--- config.mk ---
export PLATFORM = sky130hd
export DESIGN_NAME = mem_dump
export DESIGN_NICKNAME = d
export VERILOG_FILES = /design/src/rtl/mem_dump.sv
export SDC_FILE = /design/constraint.sdc
export NUM_CORES = 1
export LEC_CHECK = 0
export ABC_CLOCK_PERIOD_IN_PS = 3900
export CORE_MARGIN = 2
export CORE_UTILIZATION = 55
export CTS_CLUSTER_SIZE = 24
export DETAILED_ROUTE_END_ITERATION = 8
export PLACE_DENSITY = 0.89
export SETUP_SLACK_MARGIN = 0.2
export SKIP_LAST_GASP = 1
export SLEW_MARGIN = 5
export SYNTH_ARGS = -nofsm -noshare
export SYNTH_HDL_FRONTEND = slang
export SYNTH_SLANG_ARGS = --single-unit
--- constraint.sdc ---
create_clock -name clk_50mhz -period 3.9 [get_ports clk_50mhz]
set_input_delay 0.78 -clock clk_50mhz [delete_from_list [all_inputs] [get_ports clk_50mhz]]
set_output_delay 0.78 -clock clk_50mhz [all_outputs]
set_load 0.1 [all_outputs]
--- src/rtl/mem_dump.sv ---
// mem_dump: sample-memory readout engine.
// On activate, reads every RAM word once starting at start_addr (wrapping),
// and streams each word to the UART transmitter least-significant byte first.
module mem_dump #(
  parameter int SAMPLE_DEPTH = 8,
  parameter int WIDTH        = 8
) (
  input  logic                    clk_50mhz,
  input  logic                    reset,
  input  logic                    activate,
  output logic                    done,
  input  logic [SAMPLE_DEPTH-1:0] start_addr,
  output logic                    mem_clk,
  output logic [SAMPLE_DEPTH-1:0] mem_addr,
  output logic                    mem_we,
  input  logic [WIDTH-1:0]        mem_data,
  output logic [7:0]              tx_data,
  output logic                    tx_start,
  input  logic                    tx_busy
);

  // Bytes sent per word, and the width of the zero-padded shift register.
  localparam int BYTES = (WIDTH + 7) / 8;
  localparam int SHW   = BYTES * 8;
  localparam int IDX_W = (BYTES > 1) ? $clog2(BYTES) : 1;
  // One extra bit so a full-memory word count is representable.
  localparam int CNT_W = SAMPLE_DEPTH + 1;
  localparam logic [CNT_W-1:0] FULL     = {1'b1, {SAMPLE_DEPTH{1'b0}}};
  localparam logic [IDX_W-1:0] LAST_IDX = IDX_W'(BYTES - 1);

  typedef enum logic [2:0] {
    IDLE,
    READ,
    LOAD,
    SEND,
    GUARD,
    TXWAIT,
    DONE
  } state_t;

  state_t                  state, state_next;
  logic [SAMPLE_DEPTH-1:0] addr_next;
  logic [CNT_W-1:0]        word_cnt, word_cnt_next, word_cnt_inc;
  logic [IDX_W-1:0]        byte_idx, byte_idx_next;
  logic [SHW-1:0]          shift_reg, shift_next;
  logic [7:0]              tx_data_next;
  logic                    tx_start_next;
  logic                    done_next;
  // Remembers that activate fell after a byte was launched, so the dump
  // stops once that byte has finished instead of reading the next word.
  logic                    abort, abort_next;

  // The RAM runs on the system clock and is never written by this engine.
  assign mem_clk      = clk_50mhz;
  assign mem_we       = 1'b0;
  assign word_cnt_inc = word_cnt + 1'b1;

  // Next-state and next-datapath logic for the readout sequence.
  always_comb begin
    state_next    = state;
    addr_next     = mem_addr;
    word_cnt_next = word_cnt;
    byte_idx_next = byte_idx;
    shift_next    = shift_reg;
    tx_data_next  = tx_data;
    tx_start_next = 1'b0;
    done_next     = done;
    abort_next    = abort;

    case (state)
      IDLE: begin
        done_next  = 1'b0;
        abort_next = 1'b0;
        if (activate) begin
          addr_next     = start_addr;
          word_cnt_next = '0;
          state_next    = READ;
        end
      end

      READ: begin
        state_next = activate ? LOAD : IDLE;
      end

      LOAD: begin
        if (!activate) begin
          state_next = IDLE;
        end else begin
          shift_next              = '0;
          shift_next[WIDTH-1:0]   = mem_data;
          byte_idx_next           = '0;
          state_next              = SEND;
        end
      end

      SEND: begin
        if (!activate) begin
          state_next = IDLE;
        end else if (!tx_busy) begin
          tx_data_next  = shift_reg[7:0];
          tx_start_next = 1'b1;
          state_next    = GUARD;
        end
      end

      GUARD: begin
        if (!activate) begin
          abort_next = 1'b1;
        end
        state_next = TXWAIT;
      end

      TXWAIT: begin
        if (!activate) begin
          abort_next = 1'b1;
        end
        if (!tx_busy) begin
          shift_next = shift_reg >> 8;
          if (byte_idx != LAST_IDX) begin
            byte_idx_next = byte_idx + 1'b1;
            state_next    = SEND;
          end else begin
            word_cnt_next = word_cnt_inc;
            addr_next     = mem_addr + 1'b1;
            if (word_cnt_inc == FULL) begin
              state_next = DONE;
              done_next  = 1'b1;
            end else begin
              state_next = READ;
            end
          end
          if (abort || !activate) begin
            state_next = IDLE;
            done_next  = 1'b0;
          end
        end
      end

      DONE: begin
        if (!activate) begin
          done_next  = 1'b0;
          state_next = IDLE;
        end
      end

      default: begin
        state_next = IDLE;
      end
    endcase
  end

  // State and datapath registers; reset drives every output to its idle value.
  always_ff @(posedge clk_50mhz or negedge reset) begin
    if (!reset) begin
      state     <= IDLE;
      mem_addr  <= '0;
      word_cnt  <= '0;
      byte_idx  <= '0;
      shift_reg <= '0;
      tx_data   <= '0;
      tx_start  <= 1'b0;
      done      <= 1'b0;
      abort     <= 1'b0;
    end else begin
      state     <= state_next;
      mem_addr  <= addr_next;
      word_cnt  <= word_cnt_next;
      byte_idx  <= byte_idx_next;
      shift_reg <= shift_next;
      tx_data   <= tx_data_next;
      tx_start  <= tx_start_next;
      done      <= done_next;
      abort     <= abort_next;
    end
  end

endmodule

Word level (Yosys, flattened, before mapping)
Cells that the tools add are included.
Storage, ports and cells
  register bits: 40
  word-level logic and storage cells: 80
  input port bits: 20
Cells by class
  bitwise operators: 1
  reduce and logical (&&, ||, !) cells: 14
  $add $sub $neg: 3
  muxes and demuxes: 37
  equal/unequal tests: 16
Operators with widths (count)
  8-bit two-way mux: 5
  8-bit one-hot mux with 2 select lines: 2
  9-bit two-way mux: 3
  3-bit two-way mux: 8
  3-bit one-hot mux with 7 select lines: 1
  9-bit one-hot mux with 2 select lines: 1
  1-bit two-way mux: 12
  2-bit inequality test, second input constant: 6
  9-bit by 1-bit adder with 9-bit output, second input constant: 1
  3-bit == test, second input constant: 3
  9-bit == test, second input constant: 1
  3-bit inequality test, second input constant: 3
  8-bit by 1-bit adder with 8-bit output, second input constant: 1
  4-bit AND reduction: 2
  3-bit by 2-bit == test with 1-bit output, second input constant: 2
  3-bit AND reduction: 2
  2-bit nonzero test: 3
  5-bit AND reduction: 1
  2-bit two-way mux: 2
  1-bit one-hot mux with 2 select lines: 2
  3-bit by 1-bit == test with 1-bit output, second input constant: 1
  3-bit zero test: 1
  1-bit one-hot mux with 3 select lines: 1
  3-bit nonzero test: 1
  6 further kinds: 6

Depth between registers and ports, before layout
Gate-level depths: netlist (run 1).
  word-level depth: 7
  depth in mapped cells: 7
  depth with buffers taken out: 6

==> results of run 1 <==
-- timing repair --
item,in CTS,in global routing
hold buffers,0,0
setup endpoints to repair,1,0
resized for setup,1,0
endpoints found under the hold margin,0,0
-- cells by family after synthesis --
kind of cell | Yosys count | share of synthesized area (%)
buffers and inverters | 16 | 4.50
XOR/XNOR | 2 | 0.839
adder cells (fa/ha/maj) | 3 | 1.80
flip-flops | 39 | 46.8
other | 1 | 0.180
multiplexers | 3 | 1.50
AO/OA/AOI/OAI | 66 | 19.8
AND/OR/NAND/NOR | 107 | 24.6
-- where the power goes --
part / switching [mW] / internal, mW
registers: 0.147 / 0.539
clock network: 0.245 / 0.265
logic: 0.779 / 0.292
total: 1.17 / 1.10
-- through the flow --
step / hold slack, ns / area, µm² / power [mW] / instances
after detailed placement: 0.457 / 2440 / 1.86 / 311
after global placement: 0.450 / 2440 / 1.84 / 311
final: 0.469 / 2600 / 2.27 / 322
after CTS: 0.474 / 2600 / 2.27 / 322
after global routing: 0.498 / 2600 / 2.39 / 322
after floorplan: 0.439 / 2090 / 1.62 / 237
-- worst paths after layout --
| path | depth (start not counted) | startpoint | to |
|---|---|---|---|
| max reg2reg | 5 | state[0]$_DFFE_PN0P_ | word_cnt[5]$_DFFE_PN0P_ |
| max | 3 | clk_50mhz | mem_clk |
| max in group asynchronous | 1 | reset | shift_reg[6]$_DFFE_PN0P_ |
| min | 1 | reset | mem_addr[5]$_DFFE_PN0P_ |
| min in group clk_50mhz | 2 | shift_reg[0]$_DFFE_PN0P_ | tx_data[0]$_DFFE_PN0P_ |
| min reg2reg | 2 | shift_reg[0]$_DFFE_PN0P_ | tx_data[0]$_DFFE_PN0P_ |
-- cell type report --
class | instances | area [µm²] | share of cell area, %
clock buffers | 9 | 119 | 4.58
clock inverters | 3 | 43.8 | 1.69
inverters | 4 | 15.0 | 0.578
multi-input cells | 182 | 1020 | 39.2
flip-flops and latches | 39 | 976 | 37.6
well taps | 48 | 60.1 | 2.31
repair buffers | 37 | 365 | 14.1
-- layer usage --
layer  vias up  track usage (%)
met5         -                0
met4         0             10.9
met3        11             6.34
met2        57             39.3
met1       888             31.1
li1        900                -
-- cells in the final DEF (no fill, tap or decap), types with 3 or more instances in the layout --
master           count
a21oi_1             10
a22o_1               3
a2bb2oi_1            3
a31oi_1              3
and3_1               3
clkbuf_8             8
clkdlybuf4s50_1     36
dfrtp_1             39
ha_1                 3
inv_1                3
nand2_1             61
nand2b_1             7
nand3_1              7
nor2_1               9
o21ai_0             25
o21ai_1              8
-- cell usage after synthesis (2+ instances only) --
cell       count
nand2_1       61
dfrtp_1       39
o21ai_0       25
a21oi_1       10
nor2_1         9
o21ai_1        8
nand2b_1       7
nand3_1        7
buf_2          6
a22o_1         3
a2bb2oi_1      3
a31oi_1        3
and3_1         3
buf_4          3
ha_1           3
inv_1          3
buf_6          2
mux2i_1        2
nand2_2        2
nand3_2        2
nand4_1        2
nor2b_1        2
nor3_1         2
o211ai_1       2
o22ai_1        2
xor2_1         2
==> impl_metrics.py, run 1 <==
metrics = {
    "finish": {
        "nets": 296,
        "num-fill-cells": 291,
        "largest-register": "word_cnt",
        "syn_to_final_growth_pct": 24.4,
        "largest_reg_flops": 9,
        "drive_gt1_share_pct": 9.12,
        "utilization_pct": 70.9,
        "antenna_cells": 0,
    },
    "synth": {
        "synth_edf_count": 0,
        "synth.top_cell.area_share_pct": 46.8,
        "avgSynthCellArea_um2": 8.81,
        "ys_types": 50,
        "synth_warnings": 0,
        "ys_ff_latch": 39,
        "netlist_area_mm2": 0.00209,
        "synthCells": 237,
        "ys_seq_area_share_pct": 46.8,
        "synth_area_leaders": "dfrtp_1 (47%), nand2_1 (11%), o21ai_0 (6.0%)",
        "syn-num-nets": 260,
        "synth_flop_cell": "dfrtp_1",
        "yosysTopAreaCell": "dfrtp_1",
        "async_flop_share_pct": 100,
    },
    "route": {
        "drt-vias-per-instance": 5.76,
        "wl_mm": 4.61,
        "drc": 0,
        "dr.pass1.iters": 4,
        "vias": 1856,
        "wl_met1_mm": 1.98,
        "drtIter0Drc": 122,
        "wl_met2_mm": 2.31,
        "ant_nets": 0,
        "avgRoutedWirePerCell_um": 14.3,
        "dr.max_layer_used": "met4",
        "wl_met3_um": 218,
    },
    "setup_path": {
        "rrSetupSlack_ns": 2.14,
        "critPathMaxStageDelay_ns": 0.58,
        "critical_path_buf_inv_count": 3,
        "critPathTopFamily": "buffers and inverters",
        "path_common_cell": "clkbuf_8",
        "critical_path_class": "clk -> out",
        "start_kind": "clock port",
        "end_kind": "output port",
        "cpMaxStageDelayCell": "dlygate4sd2_1",
        "cp.required_ns": 3.12,
        "path_cells": "clkbuf_8 -> clkbuf_8 -> dlygate4sd2_1",
        "arrival_ns": 2.75,
        "worstPathMaxFanout": 2,
    },
    "pwr": {
        "vdd_drop_max_mv": 0.577,
        "p_leak_nw": 1.15,
        "power.density_mw_per_mm2": 873,
    },
    "timing": {
        "fin_setup_tns_ns": 0,
        "slew_headroom_pct": 35.1,
        "hold_violations": 0,
        "tightest_slew_ns": 0.970,
        "setup_viol": 0,
        "final.setup.worst_slack_ns": 0.369,
        "rsz0062_at_grt": "no",
        "fin_skew_ns": 0.00772,
        "maxSlewViolCount": 0,
    },
    "floorplan": {
        "die-area_mm2": 0.00430,
        "start_util_pct": 57.0,
        "io_pins": 40,
        "die_x_um": 65.6,
        "die_y_um": 65.6,
        "core_mm2": 0.00366,
        "fp-row-count": 22,
    },
    "global_route": {
        "grt_max_degree": 40,
        "grt.total_usage_pct": 24.5,
        "antenna_found_initial": 0,
        "grt_pass1_wl_mm": 7.94,
        "overflow": 0,
        "first_global_vias": 1713,
    },
    "clocking": {
        "clkSlewWorstSetupHoldPaths_ns": 0.08,
        "postCtsSetupBuffers": 0,
        "clock_latency_ns": 0.40,
        "cts_tree": "yes",
    },
    "status": {
        "status": "complete, no violations",
    },
    "placement": {
        "place_ws_ns": 0.230,
        "portBuffers": 38,
        "hpwl_mm": 3.14,
        "place_congestion": 0.835,
    },
    "flow_run": {
        "drv_cap": 0,
    },
    "hold_path": {
        "hold_class": "in -> async",
    },
}
No activity file was read; power rests on OpenSTA's default activity.
==> run 2, diff against run 1 <==
Settings changed: ABC_CLOCK_PERIOD_IN_PS 3900 to 4100.
Clock period 3.9 ns to 4.1 ns, I/O delays scaled along.
==> impl_metrics.py, run 2 (synthesized netlist as in run 1, its figures left out) <==
metrics = {
    "finish": {
        "num-fill-cells": 276,
        "utilization_pct": 70.9,
        "layout_common_cells": "nand2_1 (61), dfrtp_1 (39), clkdlybuf4s50_1 (36), o21ai_0 (25), a21oi_1 (10)",
        "drive_gt1_share_pct": 9.12,
        "multi_input_area_mm2": 0.00102,
        "seqCellArea_um2": 976,
        "syn_to_final_growth_pct": 24.4,
        "final_common_cell": "nand2_1",
        "largest_reg_flops": 9,
        "antenna_cells": 0,
        "largest-register": "word_cnt",
        "nets": 296,
    },
    "route": {
        "drt-vias-per-instance": 5.66,
        "ant_nets": 0,
        "drc": 0,
        "vias": 1824,
        "dr.pass1.iters": 5,
        "drtIter0Drc": 188,
        "avgRoutedWirePerCell_um": 13.4,
        "wl_mm": 4.30,
    },
    "timing": {
        "rsz0062_at_grt": "no",
        "fin_setup_tns_ns": 0,
        "fin_skew_ns": 0.00968,
        "fin_hold_ws_ns": 0.471,
        "maxSlewViolCount": 0,
        "final.setup.worst_slack_ns": 0.425,
        "slew_headroom_pct": 35.1,
        "setup_viol": 0,
        "tightest_slew_ns": 0.971,
        "hold_violations": 0,
    },
    "pwr": {
        "p_leak_nw": 1.15,
        "power_mw": 2.15,
        "power.density_mw_per_mm2": 827,
        "vdd_drop_max_mv": 0.482,
    },
    "clocking": {
        "hold_buffers": 0,
        "clkSlewWorstSetupHoldPaths_ns": 0.08,
        "cts_tree": "yes",
        "clock_latency_ns": 0.40,
    },
    "global_route": {
        "grt_max_degree": 40,
        "antenna_found_initial": 0,
        "grt.total_usage_pct": 23.6,
        "overflow": 0,
        "grt_pass1_wl_mm": 7.70,
        "first_global_vias": 1712,
    },
    "hold_path": {
        "hold_class": "reg -> reg",
        "worstHoldStart": "shift_reg[0]$_DFFE_PN0P_",
    },
    "setup_path": {
        "critical_path_class": "clk -> out",
        "cp.required_ns": 3.28,
        "reg2reg_from": "state[1]$_DFFE_PN0P_",
        "start_kind": "clock port",
        "arrival_ns": 2.86,
        "worstPathMaxFanout": 2,
        "setup.worst_path.start": "clk_50mhz",
        "end_kind": "output port",
    },
    "flow_run": {
        "drv_cap": 0,
    },
    "placement": {
        "portBuffers": 38,
        "place_ws_ns": 0.290,
        "hpwl_mm": 2.88,
        "place_congestion": 0.827,
    },
    "floorplan": {
        "io_pins": 40,
        "die_y_um": 65.6,
        "die-area_mm2": 0.00430,
        "core_mm2": 0.00366,
        "fp-row-count": 22,
        "die_x_um": 65.6,
        "start_util_pct": 57.0,
    },
    "status": {
        "status": "complete, no violations",
    },
}
-- run 2: where the power goes --
| group | switching, mW | total (mW) | internal, mW |
|---|---|---|---|
| clock network | 0.233 | 0.485 | 0.252 |
| registers | 0.140 | 0.653 | 0.513 |
| logic | 0.732 | 1.01 | 0.278 |
-- run 2: final timing paths --
kind | end | slack, ns | depth (start not counted)
setup / recovery | mem_clk | 0.42 | 3
hold / removal | tx_data[0]$_DFFE_PN0P_ | 0.47 | 2
setup reg to reg | state[2]$_DFFE_PN0P_ | 2.43 | 5
hold reg to reg | tx_data[0]$_DFFE_PN0P_ | 0.47 | 2
max in group asynchronous | word_cnt[6]$_DFFE_PN0P_ | 3.06 | 1
min in group asynchronous | done$_DFFE_PN0P_ | 0.52 | 1
-- run 2: per-stage QoR --
| step | instance area, µm² | cells |
|---|---|---|
| floorplan | 2090 | 237 |
| global placement | 2440 | 311 |
| detailed placement | 2440 | 311 |
| CTS | 2600 | 322 |
| global route | 2600 | 322 |
| finish | 2600 | 322 |
-- run 2: worst max-delay path, cell delays in order --
cell           delay [ns]
clkbuf_8             0.11
clkbuf_8             0.12
dlygate4sd2_1        0.58
-- run 2: area by class of cell --
class	count	area share, %
Multi-Input combinational cell	182	39.2
Sequential cell	39	37.6
Timing Repair Buffer	37	14.1
Clock buffer	9	4.58
Tap cell	48	2.31
Clock inverter	3	1.69
Inverter	4	0.578
-- run 2: timing repair --
action	in CTS	in global routing
resized for setup	1	0
buffers inserted	0	0
setup endpoints to repair	1	0
hold endpoints to repair	0	0
-- run 2: routing by layer --
layer  share of wire [%]  wire length, µm  track usage [%]
met5                   0                0                0
met2                  48             2080             38.0
met3                 5.9              253             7.53
met4                 1.3               57             8.33
met1                  44             1910             29.9
==> run 3, diff against run 2 <==
Settings changed: ABC_CLOCK_PERIOD_IN_PS 4100 to 3650, CORE_UTILIZATION 55 to 52, PLACE_DENSITY 0.89 to 0.85.
Clock period 4.1 ns to 3.65 ns, I/O delays scaled along.
==> impl_metrics.py, run 3 (synthesized netlist as in run 1, its figures left out) <==
metrics = {
    "status": {
        "status": "complete, no violations",
    },
    "finish": {
        "largest-register": "word_cnt",
        "largest_reg_flops": 9,
        "final_common_cell": "nand2_1",
        "multi_input_area_mm2": 0.00102,
        "seqCellArea_um2": 976,
        "layout_common_cells": "nand2_1 (61), dfrtp_1 (39), clkdlybuf4s50_1 (36), o21ai_0 (25), a21oi_1 (10)",
        "nets": 296,
        "num-fill-cells": 327,
        "syn_to_final_growth_pct": 23.4,
        "antenna_cells": 0,
        "drive_gt1_share_pct": 9.12,
    },
    "pwr": {
        "p_leak_nw": 1.14,
        "power_mw": 2.35,
        "vdd_drop_max_mv": 0.511,
        "power.density_mw_per_mm2": 912,
    },
    "floorplan": {
        "start_util_pct": 52.9,
        "fp-row-count": 23,
        "die-area_mm2": 0.00454,
        "io_pins": 40,
        "die_y_um": 67.4,
        "core_mm2": 0.00394,
        "die_x_um": 67.4,
    },
    "global_route": {
        "grt.total_usage_pct": 22.8,
        "grt_max_degree": 40,
        "overflow": 0,
        "antenna_found_initial": 0,
        "first_global_vias": 1683,
        "grt_pass1_wl_mm": 7.65,
    },
    "setup_path": {
        "worstPathMaxFanout": 2,
        "critPathTopFamily": "buffers and inverters",
        "critPathMaxStageDelay_ns": 0.58,
        "end_kind": "output port",
        "critical_path_class": "clk -> out",
        "start_kind": "clock port",
        "arrival_ns": 2.63,
        "cp.required_ns": 2.92,
        "rrSetupSlack_ns": 1.88,
        "path_cells": "clkbuf_8 -> clkbuf_8 -> dlygate4sd2_1",
        "cpMaxStageDelayCell": "dlygate4sd2_1",
        "path_common_cell": "clkbuf_8",
        "critical_path_buf_inv_count": 3,
        "reg2reg_from": "word_cnt[0]$_DFFE_PN0P_",
        "setup.worst_path.start": "clk_50mhz",
    },
    "placement": {
        "place_ws_ns": 0.155,
        "hpwl_mm": 3.11,
        "place_congestion": 0.831,
        "portBuffers": 38,
    },
    "route": {
        "drc": 0,
        "drt-vias-per-instance": 5.66,
        "wl_mm": 4.51,
        "avgRoutedWirePerCell_um": 13.9,
        "ant_nets": 0,
        "vias": 1833,
        "drtIter0Drc": 194,
        "dr.pass1.iters": 4,
    },
    "timing": {
        "fin_setup_tns_ns": 0,
        "fin_skew_ns": 0.00323,
        "setup_viol": 0,
        "slew_headroom_pct": 34.6,
        "maxSlewViolCount": 0,
        "fin_hold_ws_ns": 0.414,
        "hold_violations": 0,
        "rsz0062_at_grt": "no",
        "final.setup.worst_slack_ns": 0.293,
        "tightest_slew_ns": 0.978,
    },
    "clocking": {
        "clock_latency_ns": 0.40,
        "cts_resized": 1,
        "postCtsSetupBuffers": 0,
        "cts_tree": "yes",
        "clkSlewWorstSetupHoldPaths_ns": 0.08,
        "hold_buffers": 0,
    },
    "flow_run": {
        "drv_cap": 0,
    },
    "hold_path": {
        "hold_class": "in -> async",
    },
}
run 3: area by class of cell:
type | instances | share of cell area (%)
Clock buffer | 9 | 4.62
Clock inverter | 3 | 0.777
Inverter | 4 | 0.583
Multi-Input combinational cell | 182 | 39.5
Sequential cell | 39 | 37.9
Tap cell | 50 | 2.43
Timing Repair Buffer | 37 | 14.2
run 3: power by group:
part	internal (mW)	switching [mW]	total (mW)	leakage [nW]
clock	0.212	0.257	0.470	0.0670
sequential	0.576	0.161	0.737	0.506
combinational	0.312	0.829	1.14	0.564
run 3: path summary, 6_finish.rpt:
kind                                             to  cells past startpoint
max                                         mem_clk                      3
min                        shift_reg[5]$_DFFE_PN0P_                      1
max reg2reg                 word_cnt[8]$_DFFE_PN0P_                      6
min reg2reg                  tx_data[0]$_DFFE_PN0P_                      2
max in group asynchronous   word_cnt[3]$_DFFE_PN0P_                      1
min in group clk_50mhz       tx_data[0]$_DFFE_PN0P_                      2
run 3: per-stage QoR:
step | util [%] | cells | area [µm²]
2_1_floorplan | - | 237 | 2090
3_3_place_gp | 62.0 | 313 | 2450
3_5_place_dp | 62.0 | 313 | 2450
4_1_cts | 65.3 | 324 | 2570
5_1_grt | 65.3 | 324 | 2570
6_report | 65.3 | 324 | 2570
run 3: routing by layer:
metal | GRT usage [%] | vias up | wire (µm)
met2 | 36.5 | 55 | 2230
met1 | 28.4 | 871 | 1970
met3 | 7.83 | 7 | 251
li1 | - | 900 | -
met5 | 0 | - | 0
met4 | 8.93 | 0 | 63
